**src/rtl/pc_sequencer.sv**
```systemverilog
// Instruction-cycle controller: BOOT -> FETCH -> EXEC -> UPDATE, with an
// instruction-boundary halt. Owns the architectural PC and the latched instruction.
module pc_sequencer #(
  parameter int              PC_W     = 6,
  parameter int              INSTR_W  = 8,
  parameter logic [PC_W-1:0] RESET_PC = '0
) (
  input  logic               clk,
  input  logic               reset,
  output logic               fetch_req,
  input  logic               fetch_ack,
  input  logic [INSTR_W-1:0] fetch_data,
  output logic [INSTR_W-1:0] instr,
  output logic               instr_valid,
  input  logic               exec_done,
  input  logic               pc_sel,
  input  logic [PC_W-1:0]    alu_target,
  input  logic               halt,
  output logic [PC_W-1:0]    pc,
  output logic               halted,
  output logic               pc_wrap,
  output logic [2:0]         dbg_state
);

  // Fetch handshake: fetch_req is high for the whole FETCH state and pc is
  // stable while it is; the word is taken on the first cycle fetch_ack is high.
  typedef enum logic [2:0] {
    S_BOOT   = 3'd0,
    S_FETCH  = 3'd1,
    S_EXEC   = 3'd2,
    S_UPDATE = 3'd3,
    S_HALT   = 3'd4
  } state_t;

  state_t             state_q, state_d;
  logic [PC_W-1:0]    pc_q, pc_d;
  logic [INSTR_W-1:0] instr_q, instr_d;
  logic               instr_valid_q, instr_valid_d;
  logic               pc_wrap_q, pc_wrap_d;

  always_ff @(posedge clk or posedge reset) begin
    if (reset) begin
      state_q       <= S_BOOT;
      pc_q          <= RESET_PC;
      instr_q       <= '0;
      instr_valid_q <= 1'b0;
      pc_wrap_q     <= 1'b0;
    end else begin
      state_q       <= state_d;
      pc_q          <= pc_d;
      instr_q       <= instr_d;
      instr_valid_q <= instr_valid_d;
      pc_wrap_q     <= pc_wrap_d;
    end
  end

  always_comb begin
    state_d       = state_q;
    pc_d          = pc_q;
    instr_d       = instr_q;
    instr_valid_d = 1'b0;
    pc_wrap_d     = 1'b0;
    case (state_q)
      S_BOOT: begin
        state_d = halt ? S_HALT : S_FETCH;
      end
      S_FETCH: begin
        if (fetch_ack) begin
          instr_d       = fetch_data;
          instr_valid_d = 1'b1;
          state_d       = S_EXEC;
        end
      end
      S_EXEC: begin
        if (exec_done) state_d = S_UPDATE;
      end
      S_UPDATE: begin
        // pc_sel high means sequential; the wrap flag is registered so it
        // lines up with the cycle the new PC becomes visible.
        if (pc_sel) begin
          pc_d      = pc_q + 1'b1;
          pc_wrap_d = &pc_q;
        end else begin
          pc_d = alu_target;
        end
        state_d = halt ? S_HALT : S_FETCH;
      end
      S_HALT: begin
        if (!halt) state_d = S_FETCH;
      end
      default: begin
        state_d = S_BOOT;
      end
    endcase
  end

  assign fetch_req   = (state_q == S_FETCH);
  assign halted      = (state_q == S_HALT);
  assign instr       = instr_q;
  assign instr_valid = instr_valid_q;
  assign pc          = pc_q;
  assign pc_wrap     = pc_wrap_q;
  assign dbg_state   = state_q;

endmodule

```
**config.mk**
```make
export PLATFORM = sky130hd
export DESIGN_NAME = pc_sequencer
export DESIGN_NICKNAME = d
export VERILOG_FILES = /design/src/rtl/pc_sequencer.sv
export SDC_FILE = /design/constraint.sdc
export NUM_CORES = 1
export LEC_CHECK = 0
export ABC_AREA = 1
export CAP_MARGIN = 20
export CORE_ASPECT_RATIO = 2
export CORE_MARGIN = 8
export CORE_UTILIZATION = 38
export DETAILED_ROUTE_END_ITERATION = 8
export PLACE_DENSITY = 0.84
export SLEW_MARGIN = 20
export SYNTH_ARGS = -nofsm -noshare
export SYNTH_HDL_FRONTEND = slang
export SYNTH_SLANG_ARGS = --single-unit
```
**constraint.sdc**
```tcl
create_clock -name clk -period 1.3 [get_ports clk]
set_clock_uncertainty 0.1 [all_clocks]
set_input_delay 0.39 -clock clk [delete_from_list [all_inputs] [get_ports clk]]
set_output_delay 0.39 -clock clk [all_outputs]
set_load 0.005 [all_outputs]
```
==> results of run 1 <==
## report_power, final
group,total [mW],switching (mW),internal [mW]
Clock,0.398,0.181,0.217
Combinational,2.98,1.48,1.49
Sequential,1.05,0.180,0.866
Total,4.42,1.84,2.58
## repair_timing
action,CTS,global route
gates resized for setup,116,48
gates cloned,3,0
pin swaps,8,13
buffers inserted,15,8
endpoints found under the setup margin,33,23
hold endpoints to repair,0,0
## layout make-up
class / count / area (sq um) / area share (%)
Antenna cell: 1 / 2.50 / 0.130
Timing Repair inverter: 1 / 11.3 / 0.584
Multi-Input combinational cell: 90 / 614 / 31.9
Timing Repair Buffer: 73 / 638 / 33.1
Tap cell: 28 / 35.0 / 1.82
Inverter: 22 / 103 / 5.32
Sequential cell: 19 / 479 / 24.9
Clock buffer: 4 / 45.0 / 2.34
## sequential cells by signal, indices dropped and copies added, names as in the netlist
| register | count |
|---|---|
| instr_valid | 1 |
| instr | 8 |
| pc | 6 |
| dbg_state | 3 |
| pc_wrap | 1 |
## synth_stat cells, drive strengths merged
master  count
nand2      50
inv        21
dfrtp      19
nor2       12
nand3       9
o21ai       6
a21oi       3
a31oi       2
o21bai      2
buf         1
clkbuf      1
clkinv      1
ha          1
nor3        1
nor4        1
o21a        1
## per-stage QoR
step           area (sq um)  worst slack [ns]  instances  setup TNS (ns)  hold slack (ns)
3_5_place_dp           1540            -0.458        212           -6.08            0.370
6_report               1930            -0.387        238           -4.02            0.376
5_1_grt                1930            -0.452        238           -5.05            0.393
3_3_place_gp           1540            -0.395        212           -5.31            0.364
4_1_cts                1730            -0.320        232           -2.69            0.366
2_1_floorplan          1000            0.0263        131               0            0.241
## worst paths after layout
kind	end	depth (start not counted)	slack, ns	from
max	halted	5	-0.39	dbg_state[1]$_DFFE_PP0P_
min	dbg_state[0]$_DFFE_PP0P_	3	0.38	reset
max reg2reg	instr[6]$_DFFE_PP0P_	11	-0.29	dbg_state[0]$_DFFE_PP0P_
min reg2reg	instr[0]$_DFFE_PP0P_	2	0.38	instr[0]$_DFFE_PP0P_
max in group asynchronous	pc[2]$_DFFE_PP0P_	3	0.58	reset
min in group clk	instr[0]$_DFFE_PP0P_	2	0.38	instr[0]$_DFFE_PP0P_
## metal layers
metal / wire length, microns / GRT usage, % / part of all wire, %
met1: 1350 / 14.7 / 34
met2: 2260 / 30.1 / 56
met3: 167 / 2.86 / 4.2
met4: 244 / 13.3 / 6.1
met5: 0 / 0 / 0
## worst register-to-register path: cells and delay by family (launching register included)
kind,cells,cell delay (ns)
flip-flops,1,0.40
buffers and inverters,7,0.75
AND/OR/NAND/NOR,4,0.24
## cells by family (layout without fill, tap and decap cells)
| kind of cell | after synthesis | in the layout |
|---|---|---|
| simple gates | 73 | 75 |
| buf+inv | 24 | 100 |
| flops | 19 | 19 |
| compound gates | 14 | 14 |
| fa+ha+maj | 1 | 1 |
| other cells | 0 | 1 |
==> metrics.md, run 1 <==
| Metric | Value |
|---|---|
| Synth Area in Adders | 1.25% |
| Ports | 41 |
| H-Tree Depth | 1 |
| WP data arrival | 1.20 ns |
| Overall power | 4.42 mW |
| DR vias/cell | between 5 and 6 |
| Die Area | 0.00463 sq mm |
| Slew headroom | 76.5% |
| Fillers | between 150 and 200 |
| Cell area after synthesis | 1000 sq um |
| Period minus WS final | around 1.7 ns |
| Total Wirelength | 4020 microns |
| Final period util | 130% |
| Hold Crit Class | in2async |
| Synth area leaders | dfrtp_1 (48%), nand2_1 (18%), inv_1 (6.8%) |
| Setup-failing EPs final | 20 |
| Seq/Total Area, Yosys | 47.6% |
| 1st-iter DRT viols | 21 |
| Avg Synthesized Cell Area | 7.63 sq um |
| Critical path's top delay family | flip-flops |
| Port Buffer Count | 40 |
| PwrDens | 2290 mW/mm^2 |
| Ys Warns | 0 |
| FP Rows | 26 |
| Final hold violations | 0 |
| Largest net degree at the start of global routing | 20 |
| Worst-Skew Late Latency | about 0.25 ns |
| GRT Overall Usage | between 10% and 20% |
| Startpoint types | flop |
| Share of layout cells above drive strength 1 | around 51% |
| Slew Limit Fails | 0 |
| Post-route DRC | 0 |
| Placeable Area | around 0.0025 sq mm |
| #FFs+latches synth | 19 |
| Final net count | 231 |
| CP most frequent cell | buf_6 |
| Clock Path Buffers | 2 |
| Initial Utilization | 39.4% |
| Worst Path Required | 0.81 ns |
| Syn Nets | roughly 150 |
| Max cap viols | 0 |
| Fmax | 593 MHz |
| Main combinational cell family by area after synthesis | simple AND/OR/NAND/NOR gates |
| Drt wl/cell | about 17 microns |
| CTS root buf | clkbuf_8 |
| Peak supply drop | roughly 1400 uV |
| Die width | 52.3 microns |
| Library cells used by synthesis | 23 |
| First-pass GRT wire length | 5640 microns |
| CP endpoint kind | output pin |
| CTS clk-pin slew, worst paths | 0.07 ns |
| Cell count after synthesis | 131 |
| Slew at the pin closest to its max-slew limit | between 0.3 and 0.4 ns |
| Fin worst setup slack | -0.387 ns |
| Hpwl dp | about 2300 microns |
| Most frequent cells in the layout | nand2_1 (29), buf_4 (19), clkdlybuf4s50_1 (17), buf_2 (17), dfrtp_1 (16) |
| Initial antenna violation count | 1 |
| Crit path largest cell delay | 0.45 ns |
| P_leak | 1.01 nW |
| Drt pass-1 iters | 4 |
| Buffer and inverter count on the worst path | 3 |
| Cell Chain, Critical Path | buf_6, nor2_4, nand2_2, inv_2, buf_6 |
| Hold_buf cts | 0 |
| Die height | 88.5 microns |
| Number of global-route vias before repair | 1245 |
| Unrepaired setup endpoints after global routing | yes |
| Worst setup path category | reg2out |
| Multiplexer share of the synthesized area | 0% |
| Final core occ | 76.0% |
| Critical-path cell with the highest stage delay | dfrtp_2 |
| Final GP Congestion | 0.920 |
| Routed via count | 1209 |
| Grt ovf | 0 |
| Crit-path max FO | 3 |
| Synth Area in Compound Gates | 8.76% |
| Simple-gate share of the synthesized area | about a third |
| Commonest non-fill, non-tap cell in the layout | nand2_1 |
| Status | finished with violations |
| Sink Count | 19 |
| TritonCTS Buffers | 3 |
| Xor and xnor area share after synthesis | 0% |
| Area share of the largest cell type after synthesis | 47.6% |
| Antenna-violating nets left | 0 |
| CTS tree | done |
| Violated checks | negative setup slack |
| Area Growth Syn to Fin | 92.9% |
| Leading area contributor after synthesis | dfrtp_1 |
(Power assumes the default switching activity.)
==> inputs of run 2 (changes only) <==
--- a/config.mk
+++ b/config.mk
@@ -7,11 +7,12 @@
 export LEC_CHECK = 0
 export ABC_AREA = 1
 export CAP_MARGIN = 20
-export CORE_ASPECT_RATIO = 2
+export CELL_PAD_IN_SITES_DETAIL_PLACEMENT = 1
+export CELL_PAD_IN_SITES_GLOBAL_PLACEMENT = 2
 export CORE_MARGIN = 8
-export CORE_UTILIZATION = 38
+export CORE_UTILIZATION = 20
 export DETAILED_ROUTE_END_ITERATION = 8
-export PLACE_DENSITY = 0.84
+export PLACE_DENSITY = 0.83
 export SLEW_MARGIN = 20
 export SYNTH_ARGS = -nofsm -noshare
 export SYNTH_HDL_FRONTEND = slang
==> run 2 against run 1 <==
Compared with the run above:
- the run still ends with negative setup slack left
- combinational power rose by 4%
- core utilization fell by 33 points
- clock power rose by 7.5%
- cell count rose by 20%
- largest power group unchanged
- wire length fell by 7.4%
- worst setup slack improved by 0.059 ns
- critical path depth did not move
- non-clock buffer count rose by 12
==> metrics.md, run 2 (synthesis results as in run 1) <==
| Metric | Value |
|---|---|
| Grt ovf | 0 (unchanged) |
| Hpwl dp | 2550 microns (+9.8%) |
| DR vias/cell | 3.96 (-22%) |
| Crit path largest cell delay | 0.43 ns (-0.02 ns) |
| PwrDens | 2200 mW/mm^2 (-3.9%) |
| Hold Crit Class | in2async |
| Drt wl/cell | 13.0 microns (-23%) |
| Critical-path cell with the highest stage delay | dfrtp_1 |
| Routed via count | 1130 (-6.5%) |
| Peak supply drop | 600 uV (-56%) |
| Number of global-route vias before repair | 1283 (+3.1%) |
| Hold_buf cts | 0 (unchanged) |
| Crit-path max FO | 3 (unchanged) |
| CTS tree | done |
| Die height | 86.7 microns (-2.1%) |
| Commonest non-fill, non-tap cell in the layout | nand2_1 |
| Initial Utilization | 20.9% (-19 points) |
| Post-Layout Cell Count | 285 (+20%) |
| Max cap viols | 0 (unchanged) |
| Fmax | 614 MHz (+3.6%) |
| Worst Path Required | 0.81 ns (about the same) |
| Cell Chain, Critical Path | buf_6, nor2_4, nand2_2, inv_1, buf_2 |
| Final hold violations | 0 (unchanged) |
| Fin worst setup slack | -0.328 ns (+0.0588 ns) |
| CTS root buf | clkbuf_8 |
| Worst-Skew Late Latency | 0.26 ns (about the same) |
| Overall power | 4.55 mW (+2.9%) |
| Largest net degree at the start of global routing | 20 (unchanged) |
| Antenna cells | 0 (-1) |
| CP endpoint kind | output pin |
| Drt pass-1 iters | 3 (-1) |
| Period minus WS final | 1.63 ns (-0.0588 ns) |
| Die Area | 0.00752 sq mm (+62%) |
| TritonCTS Buffers | 3 (unchanged) |
| Slew at the pin closest to its max-slew limit | 0.231 ns (-0.121 ns) |
| Total Wirelength | 3720 microns (-7.4%) |
| First-pass GRT wire length | 6090 microns (+8.1%) |
| Ports | 41 (unchanged) |
| Status | finished with violations |
| Share of layout cells above drive strength 1 | 51.4% (+0.18 points) |
| Final net count | 240 (+3.9%) |
| Slew Limit Fails | 0 (unchanged) |
| Inst Count DP | 261 (+23%) |
| Unrepaired setup endpoints after global routing | yes |
| GRT Overall Usage | 10.2% (-6.2 points) |
| Antenna-violating nets left | 0 (unchanged) |
| P_leak | 1.05 nW (+3.9%) |
| Slew headroom | 84.6% (+8.1 points) |
| Initial antenna violation count | 0 (-1) |
| Area Growth Syn to Fin | 107% |
| H-Tree Depth | 1 (unchanged) |
| Die width | 86.7 microns (+66%) |
| Post-route DRC | 0 (unchanged) |
| Max FFs per register | 8 (unchanged) |
| Clock Path Buffers | 2 (unchanged) |
| Worst setup path category | reg2out |
| CTS clk-pin slew, worst paths | 0.08 ns (about the same) |
| Startpoint types | flop |
| Violated checks | negative setup slack |
| Final GP Congestion | 0.745 (-19%) |
| WP data arrival | 1.14 ns (-0.06 ns) |
| Setup-failing EPs final | 24 (+20%) |
| Final period util | 125% (-4.5 points) |
| FP Rows | 25 (-3.8%) |
| Sink Count | 19 (unchanged) |
| Most frequent cells in the layout | nand2_1 (33), buf_4 (24), buf_6 (22) |
| Placeable Area | 0.00479 sq mm (+89%) |
| Port Buffer Count | 40 (unchanged) |
| 1st-iter DRT viols | 31 (+48%) |
## run 2: cell type report
type,count,area (sq um)
sequential,19,477
fill,574,2720
clock inverter,1,5.00
tap,67,83.8
inverter,22,103
timing repair buffer,85,773
clock buffer,3,41.3
multi-input combinational,88,582
## run 2: final timing paths
check | start | end | slack (ns) | cells after the start
max | dbg_state[1]$_DFFE_PP0P_ | halted | -0.33 | 5
min | reset | pc_wrap$_DFF_PP0_ | 0.36 | 3
max reg2reg | dbg_state[2]$_DFFE_PP0P_ | pc[3]$_DFFE_PP0P_ | -0.16 | 9
min reg2reg | instr[5]$_DFFE_PP0P_ | instr[5]$_DFFE_PP0P_ | 0.38 | 2
max in group asynchronous | reset | dbg_state[2]$_DFFE_PP0P_ | 0.60 | 3
min in group clk | instr[5]$_DFFE_PP0P_ | instr[5]$_DFFE_PP0P_ | 0.38 | 2
## run 2: critical path, delay by kind of cell (launching register included)
kind,cells,cell delay (ns)
flip-flops,1,0.43
AND/OR/NAND/NOR,2,0.17
buffers and inverters,3,0.28
## run 2: per-stage QoR
step	util (%)	setup WS, ns	cell area [sq um]	hold slack (ns)	setup TNS (ns)
6_report	43.1	-0.328	2060	0.358	-3.15
5_1_grt	43.1	-0.375	2060	0.378	-4.68
4_1_cts	39.5	-0.315	1890	0.348	-3.56
3_5_place_dp	35.1	-0.396	1680	0.365	-5.79
3_3_place_gp	35.1	-0.373	1680	0.364	-5.53
2_1_floorplan	-	0.0263	1000	0.241	0
## run 2: where the power goes
part | switching (mW) | internal, mW
combinational | 1.40 | 1.70
sequential | 0.164 | 0.859
clock | 0.214 | 0.213
total | 1.78 | 2.77
## run 2: per-layer routing
| layer | vias to the layer above | routed length, microns | global-route usage [%] |
|---|---|---|---|
| li1 | 577 | - | - |
| met1 | 527 | 1560 | 11.1 |
| met2 | 22 | 2000 | 18.9 |
| met3 | 4 | 98 | 1.70 |
| met4 | 0 | 60 | 4.69 |
| met5 | - | 0 | 0 |
## run 2: timing repair
item,CTS,global route
pin swaps,10,15
cloned,1,0
setup endpoints to repair,39,28
setup buffers,16,8
gates resized for setup,116,42
